## src/rtl/bist_pkg.sv

```systemverilog
// -----------------------------------------------------------------------------
// bist_pkg
//   Shared definitions for the BIST session controller:
//   - state_t            : session FSM state encoding
//   - MISR_POLY_DEFAULT  : default MISR feedback taps for an 8-bit datapath
// -----------------------------------------------------------------------------
package bist_pkg;

  typedef enum logic [2:0] {
    ST_IDLE = 3'd0,
    ST_SEED = 3'd1,
    ST_RUN  = 3'd2,
    ST_CMP  = 3'd3,
    ST_DONE = 3'd4
  } state_t;

  localparam logic [7:0] MISR_POLY_DEFAULT = 8'hB8;

endpackage

```

## src/rtl/bist_misr.sv

```systemverilog
// -----------------------------------------------------------------------------
// bist_misr
//   Multiple-input signature register, right-shift Galois form using the same
//   tap convention as the pattern LFSR. Bit 0 is the feedback bit; it always
//   re-enters at the top and is XORed into every lower bit whose tap is set.
// Ports
//   clk     in   1   clock
//   rst     in   1   synchronous active-high reset (clears the signature)
//   i_clr   in   1   synchronous clear at session start
//   i_en    in   1   absorb i_resp this cycle
//   i_resp  in   n   response word to compact
//   o_sig   out  n   current MISR contents
// -----------------------------------------------------------------------------
module bist_misr
  import bist_pkg::*;
#(
  parameter int             n         = 8,
  parameter logic [n-1:0]   MISR_POLY = MISR_POLY_DEFAULT
) (
  input  logic         clk,
  input  logic         rst,
  input  logic         i_clr,
  input  logic         i_en,
  input  logic [n-1:0] i_resp,
  output logic [n-1:0] o_sig
);

  logic [n-1:0] r_misr;
  logic [n-1:0] w_misr_next;

  // The top bit takes the feedback bit directly; MISR_POLY[n-1] is implied.
  assign w_misr_next[n-1] = r_misr[0] ^ i_resp[n-1];

  genvar gi;
  generate
    for (gi = 0; gi < n - 1; gi++) begin : g_misr_bit
      assign w_misr_next[gi] = (r_misr[0] & MISR_POLY[gi]) ^ r_misr[gi+1] ^ i_resp[gi];
    end
  endgenerate

  always_ff @(posedge clk) begin
    if (rst || i_clr) begin
      r_misr <= '0;
    end else if (i_en) begin
      r_misr <= w_misr_next;
    end
  end

  assign o_sig = r_misr;

endmodule

```

## src/rtl/bist_ctrl.sv

```systemverilog
// -----------------------------------------------------------------------------
// bist_ctrl
//   Runs one BIST session: loads the external LFSR, steps it NUM_PATTERNS
//   times while compacting CUT responses into an internal MISR, then compares
//   the signature with the golden value captured at start.
// Ports
//   clk            in   1   clock
//   rst            in   1   synchronous active-high reset
//   i_start        in   1   begin session (honoured only in IDLE)
//   i_abort        in   1   cancel a running session
//   i_seed         in   n   LFSR seed, captured on accepted start
//   i_poly         in   n   LFSR polynomial, captured on accepted start
//   i_golden_sig   in   n   expected signature, captured on accepted start
//   i_cut_resp     in   n   CUT response to the current pattern
//   o_lfsr_rst     out  1   LFSR load pulse
//   o_lfsr_en      out  1   LFSR step enable
//   o_lfsr_seed    out  n   captured seed
//   o_lfsr_poly    out  n   captured polynomial
//   o_bist_mode    out  1   CUT input mux selects the LFSR
//   o_busy         out  1   session in progress
//   o_done         out  1   one-cycle result-valid pulse
//   o_pass         out  1   signature matched golden
//   o_err          out  1   zero seed rejected
//   o_signature    out  n   final MISR value
// -----------------------------------------------------------------------------
module bist_ctrl
  import bist_pkg::*;
#(
  parameter int           n            = 8,
  parameter int           NUM_PATTERNS = 255,
  parameter int           CNT_W        = 8,
  parameter logic [n-1:0] MISR_POLY    = MISR_POLY_DEFAULT
) (
  input  logic         clk,
  input  logic         rst,
  input  logic         i_start,
  input  logic         i_abort,
  input  logic [n-1:0] i_seed,
  input  logic [n-1:0] i_poly,
  input  logic [n-1:0] i_golden_sig,
  input  logic [n-1:0] i_cut_resp,
  output logic         o_lfsr_rst,
  output logic         o_lfsr_en,
  output logic [n-1:0] o_lfsr_seed,
  output logic [n-1:0] o_lfsr_poly,
  output logic         o_bist_mode,
  output logic         o_busy,
  output logic         o_done,
  output logic         o_pass,
  output logic         o_err,
  output logic [n-1:0] o_signature
);

  state_t       r_state;
  state_t       w_state_next;

  logic [CNT_W-1:0] r_cnt;
  logic [n-1:0]     r_seed;
  logic [n-1:0]     r_poly;
  logic [n-1:0]     r_golden;
  logic [n-1:0]     r_signature;
  logic             r_pass;
  logic             r_err;

  logic             w_start_ok;
  logic             w_abort_act;
  logic             w_last;
  logic             w_seed_zero;

  logic             w_lfsr_rst;
  logic             w_lfsr_en;
  logic             w_bist_mode;
  logic             w_busy;
  logic             w_done;
  logic             w_misr_clr;
  logic             w_misr_en;
  logic [n-1:0]     w_misr_sig;

  // Abort beats a simultaneous start in IDLE.
  assign w_start_ok  = (r_state == ST_IDLE) && i_start && !i_abort;
  assign w_abort_act = i_abort && (r_state inside {ST_SEED, ST_RUN, ST_CMP});
  assign w_last      = (r_cnt == CNT_W'(NUM_PATTERNS - 1));
  assign w_seed_zero = (i_seed == '0);

  // State register
  always_ff @(posedge clk) begin
    if (rst) begin
      r_state <= ST_IDLE;
    end else begin
      r_state <= w_state_next;
    end
  end

  // Next-state logic
  always_comb begin
    w_state_next = r_state;
    case (r_state)
      ST_IDLE: begin
        if (w_start_ok) begin
          // An all-zero seed would lock the LFSR; report it without running.
          w_state_next = w_seed_zero ? ST_DONE : ST_SEED;
        end
      end
      ST_SEED: w_state_next = i_abort ? ST_IDLE : ST_RUN;
      ST_RUN: begin
        if (i_abort) begin
          w_state_next = ST_IDLE;
        end else if (w_last) begin
          w_state_next = ST_CMP;
        end
      end
      ST_CMP:  w_state_next = i_abort ? ST_IDLE : ST_DONE;
      ST_DONE: w_state_next = ST_IDLE;
      default: w_state_next = ST_IDLE;
    endcase
  end

  // Output logic; abort suppresses datapath activity in the same cycle.
  always_comb begin
    w_lfsr_rst  = 1'b0;
    w_lfsr_en   = 1'b0;
    w_bist_mode = 1'b0;
    w_busy      = 1'b0;
    w_done      = 1'b0;
    w_misr_clr  = 1'b0;
    w_misr_en   = 1'b0;
    case (r_state)
      ST_SEED: begin
        w_busy      = 1'b1;
        w_lfsr_rst  = !i_abort;
        w_bist_mode = !i_abort;
        w_misr_clr  = 1'b1;
      end
      ST_RUN: begin
        w_busy      = 1'b1;
        w_bist_mode = !i_abort;
        w_misr_en   = !i_abort;
        // The last pattern is already on the LFSR; no further step needed.
        w_lfsr_en   = !i_abort && !w_last;
      end
      ST_CMP: begin
        w_busy = 1'b1;
      end
      ST_DONE: begin
        w_done = 1'b1;
      end
      default: ;
    endcase
  end

  // Pattern counter, captured configuration and result registers
  always_ff @(posedge clk) begin
    if (rst) begin
      r_cnt       <= '0;
      r_seed      <= '0;
      r_poly      <= '0;
      r_golden    <= '0;
      r_signature <= '0;
      r_pass      <= 1'b0;
      r_err       <= 1'b0;
    end else begin
      if (w_start_ok) begin
        r_seed      <= i_seed;
        r_poly      <= i_poly;
        r_golden    <= i_golden_sig;
        r_signature <= '0;
        r_pass      <= 1'b0;
        r_err       <= w_seed_zero;
      end

      if (r_state == ST_SEED) begin
        r_cnt <= '0;
      end else if (r_state == ST_RUN && !i_abort && !w_last) begin
        r_cnt <= r_cnt + 1'b1;
      end

      if (r_state == ST_CMP && !i_abort) begin
        r_signature <= w_misr_sig;
        r_pass      <= (w_misr_sig == r_golden);
      end

      if (w_abort_act) begin
        r_pass <= 1'b0;
        r_err  <= 1'b0;
      end
    end
  end

  bist_misr #(
    .n         (n),
    .MISR_POLY (MISR_POLY)
  ) u_misr (
    .clk    (clk),
    .rst    (rst),
    .i_clr  (w_misr_clr),
    .i_en   (w_misr_en),
    .i_resp (i_cut_resp),
    .o_sig  (w_misr_sig)
  );

  assign o_lfsr_rst  = w_lfsr_rst;
  assign o_lfsr_en   = w_lfsr_en;
  assign o_lfsr_seed = r_seed;
  assign o_lfsr_poly = r_poly;
  assign o_bist_mode = w_bist_mode;
  assign o_busy      = w_busy;
  assign o_done      = w_done;
  assign o_pass      = r_pass;
  assign o_err       = r_err;
  assign o_signature = r_signature;

endmodule

```

## config.mk

```make
export PLATFORM = sky130hd
export DESIGN_NAME = bist_ctrl
export DESIGN_NICKNAME = d
export VERILOG_FILES = /design/src/rtl/bist_pkg.sv /design/src/rtl/bist_misr.sv /design/src/rtl/bist_ctrl.sv
export SDC_FILE = /design/constraint.sdc
export NUM_CORES = 1
export LEC_CHECK = 0
export CORE_UTILIZATION = 30
export CTS_CLUSTER_DIAMETER = 30
export DETAILED_ROUTE_END_ITERATION = 8
export PLACE_DENSITY = 0.53
export SLEW_MARGIN = 20
export SYNTH_ARGS = -nofsm -noshare
export SYNTH_HDL_FRONTEND = slang
export SYNTH_SLANG_ARGS = --single-unit
```

## constraint.sdc

```tcl
create_clock -name clk -period 1.85 [get_ports clk]
set_input_delay 0.2775 -clock clk [delete_from_list [all_inputs] [get_ports clk]]
set_output_delay 0.2775 -clock clk [all_outputs]
set_load 0.01 [all_outputs]
```

==> flow_metrics.py <==
metrics = {
    "clocking": {
        "cts_inserted_buffers": 5,
        "cts_tree": "yes",
        "cts-root-buf": "clkbuf_8",
        "cts_hold_buffers": 0,
        "cts_buffer_depth": 2,
        "clk_pin_slew_ps": 90,
        "clk_latency_ps": 310,
        "cts.sinks": 53,
        "htree_num_levels": 2,
    },
    "power_and_ir_drop": {
        "clockPowerShare": 0.293,
        "peakVddDrop_uv": 334,
        "p_sw_mw": 0.552,
        "comb_power_share": 0.156,
        "cellPowerDensity_nw_per_um2": 676,
        "p_int_mw": 1.63,
        "p_seq_frac": 0.550,
        "leakage_nw": 1.18,
        "sw_frac_of_total": 0.253,
    },
    "final_layout": {
        "finalNetCount": 382,
        "antennaDiodeCount": 0,
        "nFillCells": 737,
        "drive_above_1_share": 0.113,
        "design_area_sq_um": 3230,
        "fin_cells": 444,
        "syn_to_final_growth_pct": 44.9,
    },
    "sta": {
        "max_slew_margin": 0.759,
        "whs_ps": 458,
        "maxSlewViolCount": 0,
        "fmax_mhz": 578,
        "min_period_ps": 1730,
        "final_hold_viol_count": 0,
        "grt_setup_unrepaired": "false",
        "worst_pin_slew_ps": 362,
        "fin_ws_ps": 120,
        "period_share": 0.935,
        "finClkSkew_ps": 4.92,
        "finalSetupViolCount": 0,
    },
    "yosys": {
        "yosys-top-cells-count": "nand2_1, dfxtp_1, a21oi_1, nor2_1, clkbuf_1",
        "synth_cell_types": 33,
        "syn_area_per_cell_sq_um": 8.28,
        "synthTopCellsByArea": "dfxtp_1, nand2_1, a21oi_1, xnor2_1, xor2_1",
        "synth_area_leader_cell": "dfxtp_1",
        "synth_top_area_frac": 0.476,
        "ys_ff_latch": 53,
        "ys.flop_type": "dfxtp_1",
        "yosysSeqAreaShare": 0.476,
        "synthArstFlopShare": 0,
        "syn_inst": 269,
        "synth_edf_count": 0,
        "synth.most_common_cell": "nand2_1",
        "ys_warn_count": 0,
        "syn_nets": 307,
        "synth_area_sq_um": 2230,
    },
    "worst_setup_path": {
        "required_ps": 1570,
        "cp_slowest_cell": "dfxtp_2",
        "crit_fanout": 3,
        "r2r_slack_ps": 220,
        "r2r_start": "r_state[2]$_SDFFE_PP0P_",
        "crit_type": "flop to output pin",
        "r2r-end": "r_cnt[4]$_SDFFE_PP0P_",
        "end_kind": "output pin",
        "crit_chain": "nor4b_4, buf_4, o21ai_2, inv_1, clkdlybuf4s15_1",
        "start_kind": "flop",
        "worstRegToRegCells": 6,
        "slowest_delay_ps": 350,
        "cp.arrival_ps": 1450,
    },
    "placed_design": {
        "dpl.cell_count": 435,
        "preCtsSetupSlack_ps": -257,
        "port_buffers": 66,
        "dp_hpwl_microns": 3900,
        "placedInstanceArea_sq_um": 3120,
        "gp_congestion": 0.741,
    },
    "global_routing": {
        "grt_pass1_vias": 1876,
        "grt_pass1_wl_microns": 8830,
        "overflow": 0,
        "grt_max_degree": 35,
        "grt.total_usage": 0.148,
        "antenna_found_initial": 0,
    },
    "drt": {
        "drc": 0,
        "num_vias": 2034,
        "wl_per_cell_microns": 12.3,
        "vias_per_cell": 4.58,
        "drt_first_iter_violations": 79,
        "ant_nets": 0,
        "drt-total-wl_microns": 5460,
        "drtPass1Iterations": 4,
    },
    "floorplan": {
        "die_h_microns": 88.2,
        "die_w_microns": 88.2,
        "dieArea_sq_um": 7780,
        "core_sq_um": 7210,
        "rows": 31,
        "pin_count": 67,
        "start_util": 0.309,
    },
    "hold_path": {
        "hold_path_end": "o_lfsr_seed[1]$_SDFFE_PP0P_",
        "min_path_cells": 2,
        "hp-class": "flop to flop",
        "worstHoldStart": "o_lfsr_seed[1]$_SDFFE_PP0P_",
    },
    "run": {
        "max_cap_viol_count": 0,
    },
    "run_status": {
        "status": "complete, no violations",
    },
}
## timing repair
action | 4_1_cts | 5_1_grt
gates resized for setup | 9 | 6
pin swaps | 2 | 1
endpoints found under the hold margin | 0 | 0
endpoints found under the setup margin | 5 | 2
buffers inserted | 1 | 0
## kinds of logic (layout without fill, tap and decap cells)
family                   count (synthesis)  in the layout  share of synthesized area
adder cells (fa/ha/maj)                  2              2                     0.0112
flip-flops                              53             53                      0.476
multiplexers                             3              3                     0.0135
XOR/XNOR                                22             22                     0.0865
buffers and inverters                   20             96                     0.0348
AND/OR/NAND/NOR                        116            116                      0.244
AO/OA/AOI/OAI                           53             53                      0.134
## critical path: cells and delay by family, from the launching register on
kind,cells,cell delay [ps]
and+or+nand+nor,1,270
buffers and inverters,3,470
DFF,1,350
AOI/OAI and AO/OA,1,50
## layout make-up
cell class | instances | area, sq um | area share
multi-input cells | 196 | 1110 | 0.343
clock inverters | 2 | 10.0 | 0.00310
clock buffers | 6 | 72.6 | 0.0225
flip-flops and latches | 53 | 1070 | 0.330
well taps | 99 | 124 | 0.0384
inverters | 3 | 11.3 | 0.00349
repair buffers | 85 | 838 | 0.260
## layout by cell type, fill, tap and decap left out, drive strengths merged, types with 4 or more instances in the layout
master	n
a211oi	8
a21oi	38
buf	19
clkbuf	6
clkdlybuf4s50	60
dfxtp	53
dlygate4sd2	4
nand2	61
nand3	13
nand4	4
nor2	16
o21ai	4
xnor2	12
xor2	10
## per-layer routing
metal | global-route usage | wire, microns | share of wire | up-vias
met1 | 0.184 | 2460 | 0.45 | 929
met5 | 0 | 0 | 0 | -
met3 | 0.0471 | 321 | 0.059 | 7
li1 | - | - | - | 1054
met2 | 0.243 | 2610 | 0.48 | 44
met4 | 0.0440 | 68 | 0.012 | 0
## state kept, by name, indices dropped and copies added (netlist names)
name and flops:
r_golden 8, u_misr.o_sig 8, o_signature 8, r_state 3
o_pass 1, r_cnt 8, o_err 1, o_lfsr_seed 8
o_lfsr_poly 8
## how the worst max path moves through the flow
| stage | slack (ps) | to | from | cells past startpoint |
|---|---|---|---|---|
| CTS | 7 | o_busy | r_state[1]$_SDFFE_PP0P_ | 4 |
| global placement | -250 | o_lfsr_en | i_abort | 5 |
| floorplan | 170 | r_cnt[4]$_SDFFE_PP0P_ | r_state[0]$_SDFFE_PP0P_ | 5 |
| detailed placement | -260 | o_lfsr_en | i_abort | 5 |
| global route | 20 | o_lfsr_en | r_state[2]$_SDFFE_PP0P_ | 5 |
| finish | 120 | o_lfsr_en | r_state[2]$_SDFFE_PP0P_ | 5 |
## metrics by stage
stage / setup TNS [ps] / total power, mW / util
2_1_floorplan: 0 / 1.38 / -
3_3_place_gp: -895 / 1.57 / 0.432
3_5_place_dp: -1110 / 1.57 / 0.432
4_1_cts: 0 / 2.22 / 0.446
5_1_grt: 0 / 2.30 / 0.447
6_report: 0 / 2.18 / 0.447
## power groups by stage
stage | Sequential, mW | Combinational, mW | Clock [mW]
2_1_floorplan | 1.23 | 0.151 | 0
3_3_place_gp | 1.23 | 0.344 | 0
3_5_place_dp | 1.23 | 0.346 | 0
4_1_cts | 1.20 | 0.347 | 0.674
5_1_grt | 1.21 | 0.374 | 0.723
6_report | 1.20 | 0.341 | 0.640
No activity file was read; power rests on OpenSTA's default activity.
